--- src/rtl/fnd_pkg.sv ---
// Shared widths, limits, conversion state encoding and double-dabble helpers
// for the FND display source path.
package fnd_pkg;

    localparam int unsigned BIN_W      = 14;
    localparam int unsigned BCD_DIGITS = 4;
    localparam int unsigned DIGIT_W    = 2;
    localparam int unsigned BCD_W      = BCD_DIGITS * 4;
    localparam logic [BIN_W-1:0] MAX_VAL = 14'd9999;

    typedef enum logic [1:0] {
        IDLE  = 2'd0,
        SHIFT = 2'd1,
        DONE  = 2'd2
    } conv_state_t;

    // Values above four decimal digits are clamped to 9999.
    function automatic logic [BIN_W-1:0] sat_bin(input logic [BIN_W-1:0] b);
        return (b > MAX_VAL) ? MAX_VAL : b;
    endfunction

    // Add 3 to every BCD nibble that is 5 or more, ahead of the next shift.
    function automatic logic [BCD_W-1:0] dabble_adjust(input logic [BCD_W-1:0] bcd);
        logic [BCD_W-1:0] res;
        res = bcd;
        for (int i = 0; i < int'(BCD_DIGITS); i++) begin
            if (bcd[i*4 +: 4] >= 4'd5) begin
                res[i*4 +: 4] = bcd[i*4 +: 4] + 4'd3;
            end
        end
        return res;
    endfunction

endpackage

--- src/rtl/bin_to_bcd_seq.sv ---
// Sequential double-dabble converter: one shift per cycle, 14 shifts per
// conversion, with a single-cycle done pulse once the BCD result is final.
module bin_to_bcd_seq
    import fnd_pkg::*;
(
    input  logic             clk,
    input  logic             reset,
    input  logic             start,
    input  logic [13:0]      bin,
    output logic             busy,
    output logic             done,
    output logic [15:0]      bcd
);

    conv_state_t              r_state;
    logic [BCD_W+BIN_W-1:0]   r_shift;
    logic [3:0]               r_iter;
    logic [BCD_W+BIN_W-1:0]   w_adj;

    assign w_adj = {dabble_adjust(r_shift[BCD_W+BIN_W-1:BIN_W]), r_shift[BIN_W-1:0]};
    assign bcd   = r_shift[BCD_W+BIN_W-1:BIN_W];

    // A start in DONE is honoured so back-to-back conversions lose no cycle.
    always_ff @(posedge clk) begin
        if (reset) begin
            r_state <= IDLE;
            r_shift <= '0;
            r_iter  <= '0;
            busy    <= 1'b0;
            done    <= 1'b0;
        end else begin
            done <= 1'b0;
            case (r_state)
                IDLE, DONE: begin
                    if (start) begin
                        r_shift <= {BCD_W'(0), sat_bin(bin)};
                        r_iter  <= '0;
                        busy    <= 1'b1;
                        r_state <= SHIFT;
                    end else begin
                        r_state <= IDLE;
                    end
                end
                SHIFT: begin
                    r_shift <= {w_adj[BCD_W+BIN_W-2:0], 1'b0};
                    r_iter  <= r_iter + 1'b1;
                    if (r_iter == 4'(BIN_W - 1)) begin
                        busy    <= 1'b0;
                        done    <= 1'b1;
                        r_state <= DONE;
                    end
                end
                default: begin
                    busy    <= 1'b0;
                    r_state <= IDLE;
                end
            endcase
        end
    end

endmodule

--- src/rtl/fnd_scan_controller.sv ---
// 4-digit FND source: converts a binary value to BCD on request and scans the
// last completed value one digit per refresh slot, with optional zero blanking.
module fnd_scan_controller
    import fnd_pkg::*;
#(
    parameter int unsigned SCAN_DIV = 100000,
    parameter bit          BLANK_LZ = 1'b1
) (
    input  logic        i_clk,
    input  logic        i_reset,
    input  logic        i_Start,
    input  logic [13:0] i_Bin,
    output logic        o_Busy,
    output logic        o_Done,
    output logic        o_Overflow,
    output logic        o_En,
    output logic [1:0]  o_DigitSelect,
    output logic [3:0]  o_Value
);

    localparam int unsigned PRESC_W = (SCAN_DIV > 1) ? $clog2(SCAN_DIV) : 1;

    logic                   w_busy;
    logic                   w_done;
    logic [BCD_W-1:0]       w_bcd;
    logic [BCD_DIGITS-1:0]  w_blank_vec;
    logic [3:0]             w_nib;

    logic [PRESC_W-1:0]     r_presc;
    logic [DIGIT_W-1:0]     r_idx;
    logic [BCD_W-1:0]       r_disp;
    logic                   r_valid;
    logic                   r_overflow;
    logic                   r_en;
    logic [DIGIT_W-1:0]     r_sel;
    logic [3:0]             r_value;

    bin_to_bcd_seq u_conv (
        .clk   (i_clk),
        .reset (i_reset),
        .start (i_Start),
        .bin   (i_Bin),
        .busy  (w_busy),
        .done  (w_done),
        .bcd   (w_bcd)
    );

    // Digit k>0 is blank when it and every digit above it are zero.
    always_comb begin
        w_blank_vec = '0;
        for (int k = 1; k < int'(BCD_DIGITS); k++) begin
            w_blank_vec[k] = BLANK_LZ && ((r_disp >> (4 * k)) == '0);
        end
    end

    assign w_nib = r_disp[{r_idx, 2'b00} +: 4];

    always_ff @(posedge i_clk) begin
        if (i_reset) begin
            r_presc    <= '0;
            r_idx      <= '0;
            r_disp     <= '0;
            r_valid    <= 1'b0;
            r_overflow <= 1'b0;
            r_en       <= 1'b0;
            r_sel      <= '0;
            r_value    <= '0;
        end else begin
            if (r_presc == PRESC_W'(SCAN_DIV - 1)) begin
                r_presc <= '0;
                r_idx   <= r_idx + 1'b1;
            end else begin
                r_presc <= r_presc + 1'b1;
            end

            if (i_Start && !w_busy) begin
                r_overflow <= (i_Bin > MAX_VAL);
            end

            // Display only changes on a finished conversion, so no tearing.
            if (w_done) begin
                r_disp  <= w_bcd;
                r_valid <= 1'b1;
            end

            r_sel   <= r_idx;
            r_value <= w_blank_vec[r_idx] ? 4'd0 : w_nib;
            r_en    <= r_valid && !w_blank_vec[r_idx];
        end
    end

    assign o_Busy        = w_busy;
    assign o_Done        = w_done;
    assign o_Overflow    = r_overflow;
    assign o_En          = r_en;
    assign o_DigitSelect = r_sel;
    assign o_Value       = r_value;

endmodule

--- config.mk ---
export PLATFORM = sky130hd
export DESIGN_NAME = fnd_scan_controller
export DESIGN_NICKNAME = d
export VERILOG_FILES = /design/src/rtl/fnd_pkg.sv /design/src/rtl/bin_to_bcd_seq.sv /design/src/rtl/fnd_scan_controller.sv
export SDC_FILE = /design/constraint.sdc
export NUM_CORES = 1
export LEC_CHECK = 0
export CAP_MARGIN = 10
export CORE_UTILIZATION = 60
export DETAILED_ROUTE_END_ITERATION = 10
export PLACE_DENSITY_LB_ADDON = 0.15
export SKIP_CTS_REPAIR_TIMING = 1
export SLEW_MARGIN = 20
export SYNTH_ARGS = -nofsm -noshare
export SYNTH_HDL_FRONTEND = slang
export SYNTH_SLANG_ARGS = --single-unit
export TNS_END_PERCENT = 100
--- constraint.sdc ---
create_clock -name i_clk -period 3.74 [get_ports i_clk]
set_clock_uncertainty 0.1 [all_clocks]
set_input_delay 0.935 -clock i_clk [delete_from_list [all_inputs] [get_ports i_clk]]
set_output_delay 0.935 -clock i_clk [all_outputs]
set_load 0.05 [all_outputs]
==> metrics.md, run 1 <==
| Metric | Value |
|---|---|
| Ys async rst share | `0%` |
| R2r endpoint | `u_conv.r_shift[16]$_SDFFE_PP0P_` |
| 1st-iter DRT viols | `124` |
| Kind of cell adding the most delay to the critical path | `buffers and inverters` |
| Dpl cells | `483` |
| Synth warn | `0` |
| GRT busiest layer | `met2` |
| VDD IR-drop max | `0.3132 mV` |
| CP max stage cell | `clkdlybuf4s50_1` |
| Die span in x | `81.02 um` |
| Later-pin clock latency in the skew report | `350 ps` |
| Largest area contributor in the netlist | `dfxtp_1` |
| DRT Pass-1 Iters | `4` |
| Yosys reg bits | `82` |
| Final Cycle Share | `69.16%` |
| Maximum level of the CTS H-tree | `3` |
| Non-Filler Instances | `498` |
| Max-cap violation count | `0` |
| Syn_nets | `426` |
| Synth unique cells | `48` |
| Initial antenna violation count | `0` |
| Worst setup path start | `u_conv.busy$_SDFFE_PP0P_` |
| Worst-path clk slew | `80 ps` |
| Mapped Cells | `398` |
| Most frequent cells in the layout | `dfxtp_1, nor2_1, a21oi_1` |
| CP cell instances | `clkdlybuf4s50_1` |
| Worst-margin pin slew | `849.1 ps` |
| Commonest non-fill, non-tap cell in the layout | `dfxtp_1` |
| Boundary Pins | `27` |
| Register area share after synthesis | `43.82%` |
| Post-route ant nets | `0` |
| Fin worst setup slack | `1153 ps` |
| Minimum clock period | `2587 ps` |
| Total core area | `5956 sq um` |
| CTS tree | `built` |
| Met2 GRT Util | `36.89%` |
| Max Slew Vio Count | `0` |
| GRT Total Usage | `23.20%` |
| WP buf/inv | `1` |
| Max stage delay on crit path | `820 ps` |
| Vias in the first global route | `2,511` |
| CP Launch Type | `register` |
| Height of the die | `81.02 um` |
| Synth Flop Type | `dfxtp_1` |
| Status | `finished, final reports clean` |
| Diode count | `0` |
| Crit end category | `primary output` |
| FMAX | `386.6 MHz` |
| WL final | `7002 um` |
| DRC viols | `0` |
| Area of placed instances | `4018 sq um` |
| Vias | `2,859` |
| CP required | `2700 ps` |
| Worst r2r src | `u_conv.r_state[1]$_SDFFE_PP0P_` |
| Pwr Density | `382.2 nW/um^2` |
| Deepest clock path buffer count | `2` |
| DP HPWL | `4796 um` |
| Port Buffers | `26` |
| Worst Hold Path Cells | `2` |
| Area contributors post-synth | `dfxtp_1, mux2i_1, a21oi_1, nor2_1, ha_1` |
| Clock Tree Root | `clkbuf_8` |
| Finish-stage setup viols | `0` |
| GR Overflow Total | `0` |
| Post-synth EDFFs | `0` |
| Setup Slack @ Placement | `816.8 ps` |
| Hold Crit Class | `reg2reg` |
| DR WL/cell | `14.06 um` |
| Critical Path AT | `1550 ps` |
| Layout cells sized above 1 | `10.87%` |
| Final Hold Viols | `0` |
| HP Start | `u_conv.r_shift[1]$_SDFFE_PP0P_` |
| Hold EP | `u_conv.r_shift[1]$_SDFFE_PP0P_` |
| Vias per cell | `5.741` |
| Design area | `4187 sq um` |
| Starting density of the core | `62.90%` |
| # fillers | `475` |
| FF-to-FF setup slack | `1430 ps` |
| Setup TNS | `0 ps` |
| Met1 Use GR | `29.96%` |
| Crit. path cell count | `1` |
| Post-synth top area share | `43.82%` |
| Lkg Pwr | `1.473 nW` |
| Mapped cell area | `3746 sq um` |
| Row count | `28` |
| Cells on worst reg2reg path | `4` |
| Syn Area/Cell | `9.412 sq um` |
| Crit Path Category | `reg2out` |
| # nets final | `447` |
| First-pass GRT wire length | `11,550 um` |
| Full die area | `6563 sq um` |
| CTS sink count | `82` |
| RePlAce Congestion | `0.7791` |
| P&R area growth vs syn | `11.76%` |
| Total CTS buffers | `9` |
| Unrepaired setup endpoints after global routing | `false` |
| CP max FO | `4` |
| Largest net degree at the start of global routing | `39` |
| Met3 Resource Use GR | `4.494%` |
| Relative slew slack | `43.39%` |
metrics by stage:
step,util (%),power [mW],hold slack [ps]
final,70.29,1.600,363.6
after global routing,70.29,1.664,373.7
after CTS,70.29,1.615,365.6
after detailed placement,67.46,1.054,350.9
after global placement,67.46,1.051,340.5
after floorplan,-,1.016,326.7
registers in the layout, indices dropped and copies added (netlist names):
name / flops
u_conv.r_shift: 30
r_presc: 17
r_disp: 16
o_Value: 4
u_conv.r_iter: 4
o_DigitSelect: 2
r_idx: 2
u_conv.r_state: 2
o_En: 1
o_Overflow: 1
r_valid: 1
u_conv.busy: 1
u_conv.done: 1
how the worst max path moves through the flow:
stage | end | slack, ps
after floorplan | r_disp[10]$_SDFFE_PP0P_ | 1760
after global placement | u_conv.r_shift[25]$_SDFFE_PP0P_ | 870
after detailed placement | u_conv.r_shift[25]$_SDFFE_PP0P_ | 820
after CTS | o_Busy | 1130
after global routing | u_conv.r_shift[25]$_SDFFE_PP0P_ | 1020
final | o_Busy | 1150
worst reg2reg max path, cell delays in order, from the launching register on:
cell and delay (ps):
dfxtp_1 480, nand2b_1 710, nand2_1 260, nor2_1 490, a22o_1 230
metal layers:
metal  up-vias  share of wire, %
li1       1439                 -
met1      1354                48
met2        54                47
met3        12               3.0
met4         0               1.7
met5         -                 0
power by group:
group	switching (mW)	internal, mW
logic	0.0738	0.0510
registers	0.0167	0.892
clock network	0.313	0.253
cell families after synthesis:
logic type | count (synthesis) | share of synthesized area [%]
and+or+nand+nor | 153 | 22.65
DFF | 82 | 43.82
AOI/OAI and AO/OA | 70 | 11.29
buffers and inverters | 31 | 4.075
muxes | 31 | 9.820
xor gates and xnor gates | 20 | 4.676
adders and majority gates | 11 | 3.674
layout make-up:
| type | count | area, sq um | area share (%) |
|---|---|---|---|
| Tap cell | 75 | 93.84 | 2.241 |
| Inverter | 10 | 37.54 | 0.8966 |
| Clock buffer | 10 | 137.6 | 3.288 |
| Timing Repair Buffer | 31 | 292.8 | 6.993 |
| Clock inverter | 5 | 31.28 | 0.7472 |
| Sequential cell | 82 | 1642 | 39.21 |
| Multi-Input combinational cell | 285 | 1952 | 46.62 |
cell usage after synthesis, types with 2 or more instances:
| library cell | count |
|---|---|
| nor3b_1 | 7 |
| nand4_1 | 6 |
| o22ai_1 | 3 |
| a21oi_1 | 32 |
| mux4_2 | 4 |
| nand3_1 | 14 |
| mux2i_1 | 21 |
| nor2_2 | 2 |
| and4_4 | 2 |
| buf_2 | 9 |
| xor2_1 | 8 |
| xnor2_1 | 12 |
| mux2_2 | 6 |
| nor4_1 | 4 |
| a22o_1 | 8 |
| nor2_4 | 8 |
| a21o_1 | 3 |
| or2_1 | 2 |
| a211oi_1 | 2 |
| nor3_1 | 18 |
| dfxtp_1 | 82 |
| or3_1 | 5 |
| or4_1 | 2 |
| o31ai_1 | 4 |
| clkbuf_1 | 9 |
| nor2_1 | 39 |
| nand2b_1 | 6 |
| o21ai_0 | 13 |
| nand2_1 | 21 |
| ha_1 | 11 |
| nor2b_1 | 9 |
| inv_1 | 10 |
Note: power is estimated with default switching activity, not from simulation.
==> run 2, diff against run 1 <==
--- a/config.mk
+++ b/config.mk
@@ -6,7 +6,7 @@
 export NUM_CORES = 1
 export LEC_CHECK = 0
 export CAP_MARGIN = 10
-export CORE_UTILIZATION = 60
+export CORE_UTILIZATION = 58
 export DETAILED_ROUTE_END_ITERATION = 10
 export PLACE_DENSITY_LB_ADDON = 0.15
 export SKIP_CTS_REPAIR_TIMING = 1
==> constraint.sdc (replaced) <==
create_clock -name i_clk -period 2.5 [get_ports i_clk]
set_clock_uncertainty 0.1 [all_clocks]
set_input_delay 0.625 -clock i_clk [delete_from_list [all_inputs] [get_ports i_clk]]
set_output_delay 0.625 -clock i_clk [all_outputs]
set_load 0.05 [all_outputs]
==> run 2 against run 1 <==
Total power is 47% higher. Largest power group unchanged. Combinational power grew 60%. Register-to-register slack got worse by 830 ps. Highest routed layer unchanged. Sequential cell count is the same. Die area grew 3.4%. Critical endpoint unchanged. Clock-buffer cell count increased by 1.
==> metrics.md, run 2 (synthesized netlist as in run 1, its figures left out) <==
| Metric | Value |
|---|---|
| DRC viols | `0` |
| GRT Total Usage | `24.19%` |
| Most frequent cells in the layout | `dfxtp_1, nor2_1, a21oi_1` |
| Worst-path clk slew | `80 ps` |
| Dpl cells | `490` |
| CP cell instances | `clkdlybuf4s50_1` |
| Total core area | `6061 sq um` |
| Fin worst setup slack | `234.3 ps` |
| Largest net degree at the start of global routing | `31` |
| CTS tree | `built` |
| First-pass GRT wire length | `12,400 um` |
| Largest regs | `u_conv.r_shift (30), r_presc (17), r_disp (16)` |
| Crit end category | `primary output` |
| Port Buffers | `26` |
| Later-pin clock latency in the skew report | `340 ps` |
| Relative slew slack | `59.94%` |
| Die span in x | `82.37 um` |
| Final Cycle Share | `90.63%` |
| CP max stage cell | `clkdlybuf4s50_1` |
| Clock Tree Root | `clkbuf_8` |
| Register area | `1642 sq um` |
| WL final | `7272 um` |
| Max reg flops | `30` |
| Worst-margin pin slew | `594.7 ps` |
| Non-Filler Instances | `504` |
| RePlAce Congestion | `0.8015` |
| FMAX | `441.4 MHz` |
| CP max FO | `4` |
| CP Launch Type | `register` |
| Lkg Pwr | `1.502 nW` |
| Maximum level of the CTS H-tree | `3` |
| Deepest clock path buffer count | `2` |
| Final core utilization | `69.80%` |
| Row count | `28` |
| Initial antenna violation count | `0` |
| Starting density of the core | `61.81%` |
| Post-route ant nets | `0` |
| Layout cells sized above 1 | `11.89%` |
| Max Slew Vio Count | `0` |
| Area of the multi-input gates | `1952 sq um` |
| DRT Pass-1 Iters | `4` |
| Setup TNS | `0 ps` |
| Commonest non-fill, non-tap cell in the layout | `dfxtp_1` |
| Vias per cell | `5.843` |
| CTS sink count | `82` |
| # fillers | `497` |
| Critical Path AT | `1540 ps` |
| Max stage delay on crit path | `820 ps` |
| Diode count | `0` |
| Minimum clock period | `2266 ps` |
| Worst Hold Path Cells | `2` |
| Max-cap violation count | `0` |
| Crit Path Category | `reg2out` |
| Pwr Density | `555.1 nW/um^2` |
| Height of the die | `82.37 um` |
| Crit. path cell count | `1` |
| CP required | `1770 ps` |
| Boundary Pins | `27` |
| Total CTS buffers | `9` |
| Finish-stage setup viols | `0` |
| Unrepaired setup endpoints after global routing | `false` |
| Vias | `2,945` |
| DP HPWL | `5195 um` |
| P&R area growth vs syn | `12.93%` |
| Kind of cell adding the most delay to the critical path | `buffers and inverters` |
| Status | `finished, final reports clean` |
| Full die area | `6784 sq um` |
| Final Hold Viols | `0` |
| WP buf/inv | `1` |
| # nets final | `454` |
| Setup Slack @ Placement | `145.0 ps` |
| Hold Crit Class | `reg2reg` |
| GR Overflow Total | `0` |
| Vias in the first global route | `2,743` |
| VDD IR-drop max | `0.3793 mV` |
| DR WL/cell | `14.43 um` |
| 1st-iter DRT viols | `126` |
| Cells on worst reg2reg path | `6` |
| Largest Register | `u_conv.r_shift` |
-- run 2: cell types whose count changed in the layout (fill, tap and decap cells not counted), sizes merged --
cell / delta
clkdlybuf4s50: -1
clkinv: -1
buf: +8
clkinvlp: -1
clkbuf: +1
-- run 2: where the power goes --
group	total, mW	switching [mW]	internal, mW
registers	1.36	0.0258	1.34
logic	0.200	0.113	0.0867
clock network	0.787	0.438	0.349
total	2.35	0.578	1.77
-- run 2: path summary, 6_finish.rpt --
path	to	start	slack [ps]
setup / recovery	o_Busy	u_conv.busy$_SDFFE_PP0P_	230
hold / removal	r_valid$_SDFFE_PP0P_	r_valid$_SDFFE_PP0P_	360
setup reg to reg	r_presc[4]$_SDFF_PP0_	r_presc[0]$_SDFF_PP0_	600
hold reg to reg	r_valid$_SDFFE_PP0P_	r_valid$_SDFFE_PP0P_	360
-- run 2: metrics by stage --
step	cell area (sq um)	hold WS (ps)	total power [mW]
6_report	4230	362.8	2.348
5_1_grt	4230	389.8	2.461
4_1_cts	4230	363.2	2.372
3_5_place_dp	4080	344.2	1.592
3_3_place_gp	4080	340.8	1.587
2_1_floorplan	3746	326.7	1.519
-- run 2: area by class of cell --
| cell class | instances | share of cell area (%) |
|---|---|---|
| multi-input combinational | 285 | 46.14 |
| sequential | 82 | 38.80 |
| clock buffer | 11 | 3.106 |
| tap | 75 | 2.218 |
| inverter | 10 | 0.8873 |
| clock inverter | 3 | 0.4437 |
| timing repair buffer | 38 | 8.400 |
-- run 2: metal layers --
metal  part of all wire [%]  vias up  global-route usage (%)
met1                     47     1420                   31.03
met4                    2.5        0                   10.70
met2                     47       53                   39.01
met3                    3.3       17                   5.165
li1                       -     1455                       -
met5                      0        -                       0
-- run 2: worst min-delay path: stages (launching register included) --
cell and delay, ps:
dfxtp_1 330, nor2_1 40, nor2_1 60
==> run 3, diff against run 2 <==
--- a/config.mk
+++ b/config.mk
@@ -10,7 +10,7 @@
 export DETAILED_ROUTE_END_ITERATION = 10
 export PLACE_DENSITY_LB_ADDON = 0.15
 export SKIP_CTS_REPAIR_TIMING = 1
-export SLEW_MARGIN = 20
+export SLEW_MARGIN = 25
 export SYNTH_ARGS = -nofsm -noshare
 export SYNTH_HDL_FRONTEND = slang
 export SYNTH_SLANG_ARGS = --single-unit
==> results of run 3 <==
The final DEF is identical to that of run 2; final timing and power are the same.
